## src/rtl/ram_word_access_sequencer_if.sv

```systemverilog
// MCU word-request bus plus the 16-bit RAM port, bundled for the word access sequencer.
// slave = sequencer view, master = MCU/RAM-side view.
interface ram_word_access_sequencer_if #(
  parameter int ADDR_WIDTH = 12
);
  logic                  req_valid;
  logic                  req_ready;
  logic                  req_we;
  logic [ADDR_WIDTH-2:0] req_addr;
  logic [3:0]            req_be;
  logic [31:0]           req_wdata;
  logic                  rsp_valid;
  logic [31:0]           rsp_rdata;
  logic [ADDR_WIDTH-1:0] ram_addr;
  logic [15:0]           ram_din;
  logic [1:0]            ram_write_en;
  logic [15:0]           ram_dout;

  modport slave (
    input  req_valid, req_we, req_addr, req_be, req_wdata, ram_dout,
    output req_ready, rsp_valid, rsp_rdata, ram_addr, ram_din, ram_write_en
  );

  modport master (
    output req_valid, req_we, req_addr, req_be, req_wdata, ram_dout,
    input  req_ready, rsp_valid, rsp_rdata, ram_addr, ram_din, ram_write_en
  );
endinterface

```

## src/rtl/ram_word_access_sequencer.sv

```systemverilog
// Splits 32-bit word requests into low/high 16-bit RAM accesses and reassembles reads.
// Optional macro RAM_WORD_SEQ_SKIP_EN skips write phases whose byte-enable half is zero.
module ram_word_access_sequencer #(
  parameter int ADDR_WIDTH = 12
) (
  input  logic clk,
  input  logic reset_n,
  ram_word_access_sequencer_if.slave bus
);
  localparam int WAW = ADDR_WIDTH - 1;

  typedef enum logic [1:0] {IDLE, LO, HI, RWAIT} state_e;

  state_e                state_q, state_d;
  logic                  req_ready_q, req_ready_d;
  logic                  rsp_valid_q, rsp_valid_d;
  logic [31:0]           rsp_rdata_q, rsp_rdata_d;
  logic [ADDR_WIDTH-1:0] ram_addr_q, ram_addr_d;
  logic [15:0]           ram_din_q, ram_din_d;
  logic [1:0]            ram_we_q, ram_we_d;
  logic [WAW-1:0]        addr_q, addr_d;
  logic                  we_q, we_d;
  logic [15:0]           whi_q, whi_d;
  logic [1:0]            behi_q, behi_d;
  logic [15:0]           rlo_q, rlo_d;

  always_comb begin
    state_d     = state_q;
    req_ready_d = req_ready_q;
    rsp_valid_d = 1'b0;
    rsp_rdata_d = rsp_rdata_q;
    ram_addr_d  = ram_addr_q;
    ram_din_d   = ram_din_q;
    ram_we_d    = 2'b00;
    addr_d      = addr_q;
    we_d        = we_q;
    whi_d       = whi_q;
    behi_d      = behi_q;
    rlo_d       = rlo_q;
    case (state_q)
      IDLE: begin
        if (bus.req_valid) begin
          req_ready_d = 1'b0;
          addr_d      = bus.req_addr;
          we_d        = bus.req_we;
          whi_d       = bus.req_wdata[31:16];
          behi_d      = bus.req_be[3:2];
          ram_addr_d  = {bus.req_addr, 1'b0};
          state_d     = LO;
          if (bus.req_we) begin
            ram_din_d = bus.req_wdata[15:0];
            ram_we_d  = bus.req_be[1:0];
`ifdef RAM_WORD_SEQ_SKIP_EN
            // Empty low half: present the high phase now so the ack lands at E1.
            if (bus.req_be[1:0] == 2'b00) begin
              ram_addr_d = {bus.req_addr, 1'b1};
              ram_din_d  = bus.req_wdata[31:16];
              ram_we_d   = bus.req_be[3:2];
              state_d    = HI;
            end
`endif
          end
        end
      end
      LO: begin
        ram_addr_d = {addr_q, 1'b1};
        state_d    = HI;
        if (we_q) begin
          ram_din_d = whi_q;
          ram_we_d  = behi_q;
`ifdef RAM_WORD_SEQ_SKIP_EN
          if (behi_q == 2'b00) begin
            ram_we_d    = 2'b00;
            rsp_valid_d = 1'b1;
            req_ready_d = 1'b1;
            state_d     = IDLE;
          end
`endif
        end
      end
      HI: begin
        if (we_q) begin
          rsp_valid_d = 1'b1;
          req_ready_d = 1'b1;
          state_d     = IDLE;
        end else begin
          rlo_d   = bus.ram_dout;
          state_d = RWAIT;
        end
      end
      RWAIT: begin
        rsp_rdata_d = {bus.ram_dout, rlo_q};
        rsp_valid_d = 1'b1;
        req_ready_d = 1'b1;
        state_d     = IDLE;
      end
      default: state_d = IDLE;
    endcase
  end

  always_ff @(posedge clk or negedge reset_n) begin
    if (!reset_n) begin
      state_q     <= IDLE;
      req_ready_q <= 1'b1;
      rsp_valid_q <= 1'b0;
      rsp_rdata_q <= '0;
      ram_addr_q  <= '0;
      ram_din_q   <= '0;
      ram_we_q    <= '0;
      addr_q      <= '0;
      we_q        <= 1'b0;
      whi_q       <= '0;
      behi_q      <= '0;
      rlo_q       <= '0;
    end else begin
      state_q     <= state_d;
      req_ready_q <= req_ready_d;
      rsp_valid_q <= rsp_valid_d;
      rsp_rdata_q <= rsp_rdata_d;
      ram_addr_q  <= ram_addr_d;
      ram_din_q   <= ram_din_d;
      ram_we_q    <= ram_we_d;
      addr_q      <= addr_d;
      we_q        <= we_d;
      whi_q       <= whi_d;
      behi_q      <= behi_d;
      rlo_q       <= rlo_d;
    end
  end

  assign bus.req_ready    = req_ready_q;
  assign bus.rsp_valid    = rsp_valid_q;
  assign bus.rsp_rdata    = rsp_rdata_q;
  assign bus.ram_addr     = ram_addr_q;
  assign bus.ram_din      = ram_din_q;
  assign bus.ram_write_en = ram_we_q;
endmodule
```

## src/flat_wrapper.sv

```systemverilog
// flat-port wrapper written by rule: the top's interface ports become plain ports
module ram_word_access_sequencer_flat 
#(
  parameter int ADDR_WIDTH = 12
)
  (clk, reset_n, bus_req_valid, bus_req_we, bus_req_addr, bus_req_be, bus_req_wdata, bus_ram_dout, bus_req_ready, bus_rsp_valid, bus_rsp_rdata, bus_ram_addr, bus_ram_din, bus_ram_write_en);
  ram_word_access_sequencer_if #(.ADDR_WIDTH(ADDR_WIDTH)) bus_i ();
  input  logic clk;
  input  logic reset_n;
  input wire logic [$bits(bus_i.req_valid)-1:0] bus_req_valid;
  input wire logic [$bits(bus_i.req_we)-1:0] bus_req_we;
  input wire logic [$bits(bus_i.req_addr)-1:0] bus_req_addr;
  input wire logic [$bits(bus_i.req_be)-1:0] bus_req_be;
  input wire logic [$bits(bus_i.req_wdata)-1:0] bus_req_wdata;
  input wire logic [$bits(bus_i.ram_dout)-1:0] bus_ram_dout;
  output wire logic [$bits(bus_i.req_ready)-1:0] bus_req_ready;
  output wire logic [$bits(bus_i.rsp_valid)-1:0] bus_rsp_valid;
  output wire logic [$bits(bus_i.rsp_rdata)-1:0] bus_rsp_rdata;
  output wire logic [$bits(bus_i.ram_addr)-1:0] bus_ram_addr;
  output wire logic [$bits(bus_i.ram_din)-1:0] bus_ram_din;
  output wire logic [$bits(bus_i.ram_write_en)-1:0] bus_ram_write_en;
  assign bus_i.req_valid = bus_req_valid;
  assign bus_i.req_we = bus_req_we;
  assign bus_i.req_addr = bus_req_addr;
  assign bus_i.req_be = bus_req_be;
  assign bus_i.req_wdata = bus_req_wdata;
  assign bus_i.ram_dout = bus_ram_dout;
  assign bus_req_ready = bus_i.req_ready;
  assign bus_rsp_valid = bus_i.rsp_valid;
  assign bus_rsp_rdata = bus_i.rsp_rdata;
  assign bus_ram_addr = bus_i.ram_addr;
  assign bus_ram_din = bus_i.ram_din;
  assign bus_ram_write_en = bus_i.ram_write_en;
  ram_word_access_sequencer #(.ADDR_WIDTH(ADDR_WIDTH)) u_core (.clk(clk), .reset_n(reset_n), .bus(bus_i));
endmodule
```

## config.mk

```make
export PLATFORM = sky130hd
export DESIGN_NAME = ram_word_access_sequencer_flat
export DESIGN_NICKNAME = d
export VERILOG_FILES = /design/src/rtl/ram_word_access_sequencer_if.sv /design/src/rtl/ram_word_access_sequencer.sv /design/src/flat_wrapper.sv
export SDC_FILE = /design/constraint.sdc
export NUM_CORES = 1
export LEC_CHECK = 0
export CAP_MARGIN = 20
export CORE_MARGIN = 2
export CORE_UTILIZATION = 40
export DETAILED_ROUTE_END_ITERATION = 8
export PLACE_DENSITY = 0.66
export SYNTH_ARGS = -nofsm -noshare
export SYNTH_HDL_FRONTEND = slang
export SYNTH_SLANG_ARGS = --single-unit
export TNS_END_PERCENT = 100
```

## constraint.sdc

```tcl
create_clock -name clk -period 2.3 [get_ports clk]
set_input_delay 0.23 -clock clk [delete_from_list [all_inputs] [get_ports clk]]
set_output_delay 0.23 -clock clk [all_outputs]
set_load 0.1 [all_outputs]
```

==> run_results.csv <==
group,metric,value,unit
status,status,"complete, no violations",
route,wl,9.52,mm
layout,final_core_util,0.551,
floorplanning,die_w,111,um
layout,drive_gt1_frac,0.464,
route,first_pass_iters,4,
worst_setup_path,reg2reg_depth,5,
clock_tree,cts_made_buffers,9,
floorplanning,die_y,111,um
worst_setup_path,cpMaxStageDelayCell,"dfrtp_1",
clock_tree,ctsLongestPathBuffers,2,
timing,finClkSkew,0.0138,ns
layout,final_common_cell,"dfrtp_1",
layout,final_cell_mix,"dfrtp_1 (111), mux2_2 (96), buf_4 (76)",
placement,port_buffers,130,
synthesis,ys_ff_latch,112,
grt,antenna_found_initial,0,
synthesis,synthTopCellsByArea,"dfrtp_1 (61%), mux2_2 (24%), mux2_4 (3.3%)",
worst_setup_path,cpPeakStageDelay,0.41,ns
synthesis,synth.yosys.seq_area_share,0.612,
layout,antennaDiodeCount,0,
grt,grt_util_all_layers,0.160,
synthesis,synth_cells,301,
worst_setup_path,cp-end-kind,"flip-flop",
synthesis,synth_area,0.00458,mm^2
floorplanning,core-area,0.0113,mm^2
clock_tree,cts_tree,"yes",
grt,grt_max_degree,53,
grt,grt_pass1_vias,3081,
timing,hold_viol,0,
grt,overflow,0,
route,vias_per_cell,4.92,
synthesis,syn_avg_cell_area,15.2,um^2
synthesis,synth_warnings,0,
synthesis,synth_top_cell_by_area,"dfrtp_1",
timing,clock.fmax,564,MHz
route,num_vias,2878,
synthesis,syn_nets,368,
clock_tree,clk_pin_slew,0.08,ns
floorplanning,start_util,0.406,
synthesis,synth.top_cell.area_share,0.607,
placement,place_congestion,0.741,
clock_tree,clk_latency,0.34,ns
route,antenna_left,0,
worst_setup_path,cp-start-kind,"flip-flop",
timing,finalSetupTns,0,ns
layout,finalNetCount,504,
timing,setup_viol,0,
floorplanning,num_rows,39,
worst_setup_path,path_common_cell,"buf_4",
timing,finalCriticalPeriod,1.77,ns
route,drt-initial-drc-count,163,
clock_tree,cts.sinks,112,
timing,relSlewSlack,0.529,
worst_setup_path,cp_max_fo,16,
worst_setup_path,crit_required,2.52,ns
layout,area_growth,35.7,%
job,cap_violations,0,
timing,worst_slew_pin_slew,0.706,ns
clock_tree,cts_max_level,3,
route,drc,0,
grt,grt_pass1_wl,15.8,mm
hold_path,hp-class,"primary input to async pin",
timing,rsz0062_at_grt,"no",
timing,maxSlewViolCount,0,
floorplanning,ioPinCount,131,
worst_setup_path,crit_type,"flip-flop to flip-flop",
route,avgRoutedWirePerCell,16.3,um
worst_setup_path,crit_path_cell_trace,"buf_4 > nor3b_4 > a22o_1 > buf_4 > mux2_2",
clock_tree,clock-root-buffer,"clkbuf_16",
placement,place_hpwl,6.66,mm
timing,holdWs,0.476,ns
floorplanning,die-area,0.0123,mm^2
worst_setup_path,cp.arrival,1.99,ns
synthesis,netlist-cell-type-count,23,
timing,fin_crit_sh,0.770,
per-layer routing:
layer  share of wire  global-route usage  wire length [um]
met5               0                   0                 0
met1            0.45               0.214              4310
met3           0.060              0.0541               575
met2            0.47               0.250              4510
met4           0.013              0.0433               121
final cells by class:
| type | instances | area (um^2) |
|---|---|---|
| Inverter | 2 | 7.51 |
| Fill cell | 944 | 5060 |
| Multi-Input combinational cell | 168 | 1660 |
| Sequential cell | 112 | 2800 |
| Tap cell | 143 | 179 |
| Clock inverter | 5 | 47.5 |
| Clock buffer | 11 | 243 |
| Timing Repair Buffer | 144 | 1270 |
sequential cells by signal, indices dropped and copies added, names as in the netlist:
register,count
u_core.bus.rsp_rdata,32
u_core.bus.req_ready,1
u_core.state_q,2
u_core.rlo_q,16
u_core.bus.ram_write_en,2
u_core.addr_q,11
u_core.we_q,1
u_core.behi_q,2
u_core.bus.rsp_valid,1
u_core.bus.ram_din,16
u_core.bus.ram_addr,12
u_core.whi_q,16
worst max-delay path: cells and delay by family, from the launching register on:
| kind | cells | cell delay, ns |
|---|---|---|
| flops | 1 | 0.41 |
| buf+inv | 2 | 0.48 |
| mux | 1 | 0.38 |
| simple gates | 1 | 0.24 |
| compound gates | 1 | 0.16 |
synth_stat cells:
library cell and instances:
clkbuf_1 4, o21ai_0 11, o21bai_1 2, a22oi_1 11
nor2b_4 1, a32o_1 2, inv_1 2, mux2_1 4
mux2_4 10, a22o_1 1, nor3b_1 1, a21oi_1 11
nand2_1 1, nor3b_4 1, buf_6 3, and2_1 1
or2_2 2, dfstp_2 1, buf_2 12, dfrtp_1 111
o21a_1 1, nor2b_1 12, mux2_2 96
stage by stage:
step	setup slack, ns	cells	area, um^2
floorplan	0.662	301	4580
global placement	0.443	568	5910
detailed placement	0.403	568	5910
CTS	0.516	585	6210
global route	0.424	585	6210
finish	0.528	585	6210
kinds of logic (layout without fill, tap and decap cells):
kind of cell / count (synthesis) / after routing / synth area share
buf+inv: 21 / 162 / 0.0254
simple gates: 19 / 19 / 0.0301
compound gates: 39 / 39 / 0.0533
mux: 110 / 110 / 0.279
flops: 112 / 112 / 0.612
repair_timing:
action,in CTS,in global routing
endpoints found under the hold margin,49,0
buffers inserted,0,0
gates resized for setup,0,0
hold buffers,1,0
final timing paths:
path,startpoint,to,slack [ns]
worst max-delay path,u_core.state_q[1]$_DFFE_PN0P_,u_core.bus.ram_din[1]$_DFFE_PN0P_,0.53
worst min-delay path,reset_n,u_core.whi_q[5]$_DFFE_PN0P_,0.48
worst max register to register,u_core.state_q[1]$_DFFE_PN0P_,u_core.bus.ram_din[1]$_DFFE_PN0P_,0.53
worst min register to register,u_core.bus.req_ready$_DFFE_PN1P_,u_core.bus.req_ready$_DFFE_PN1P_,0.48
max in group asynchronous,reset_n,u_core.whi_q[2]$_DFFE_PN0P_,1.18
min in group clk,u_core.bus.req_ready$_DFFE_PN1P_,u_core.bus.req_ready$_DFFE_PN1P_,0.48
Power is left out: the tool's default activity adds up to more than one toggle a clock period on the data nets, which glitch-free logic cannot reach.
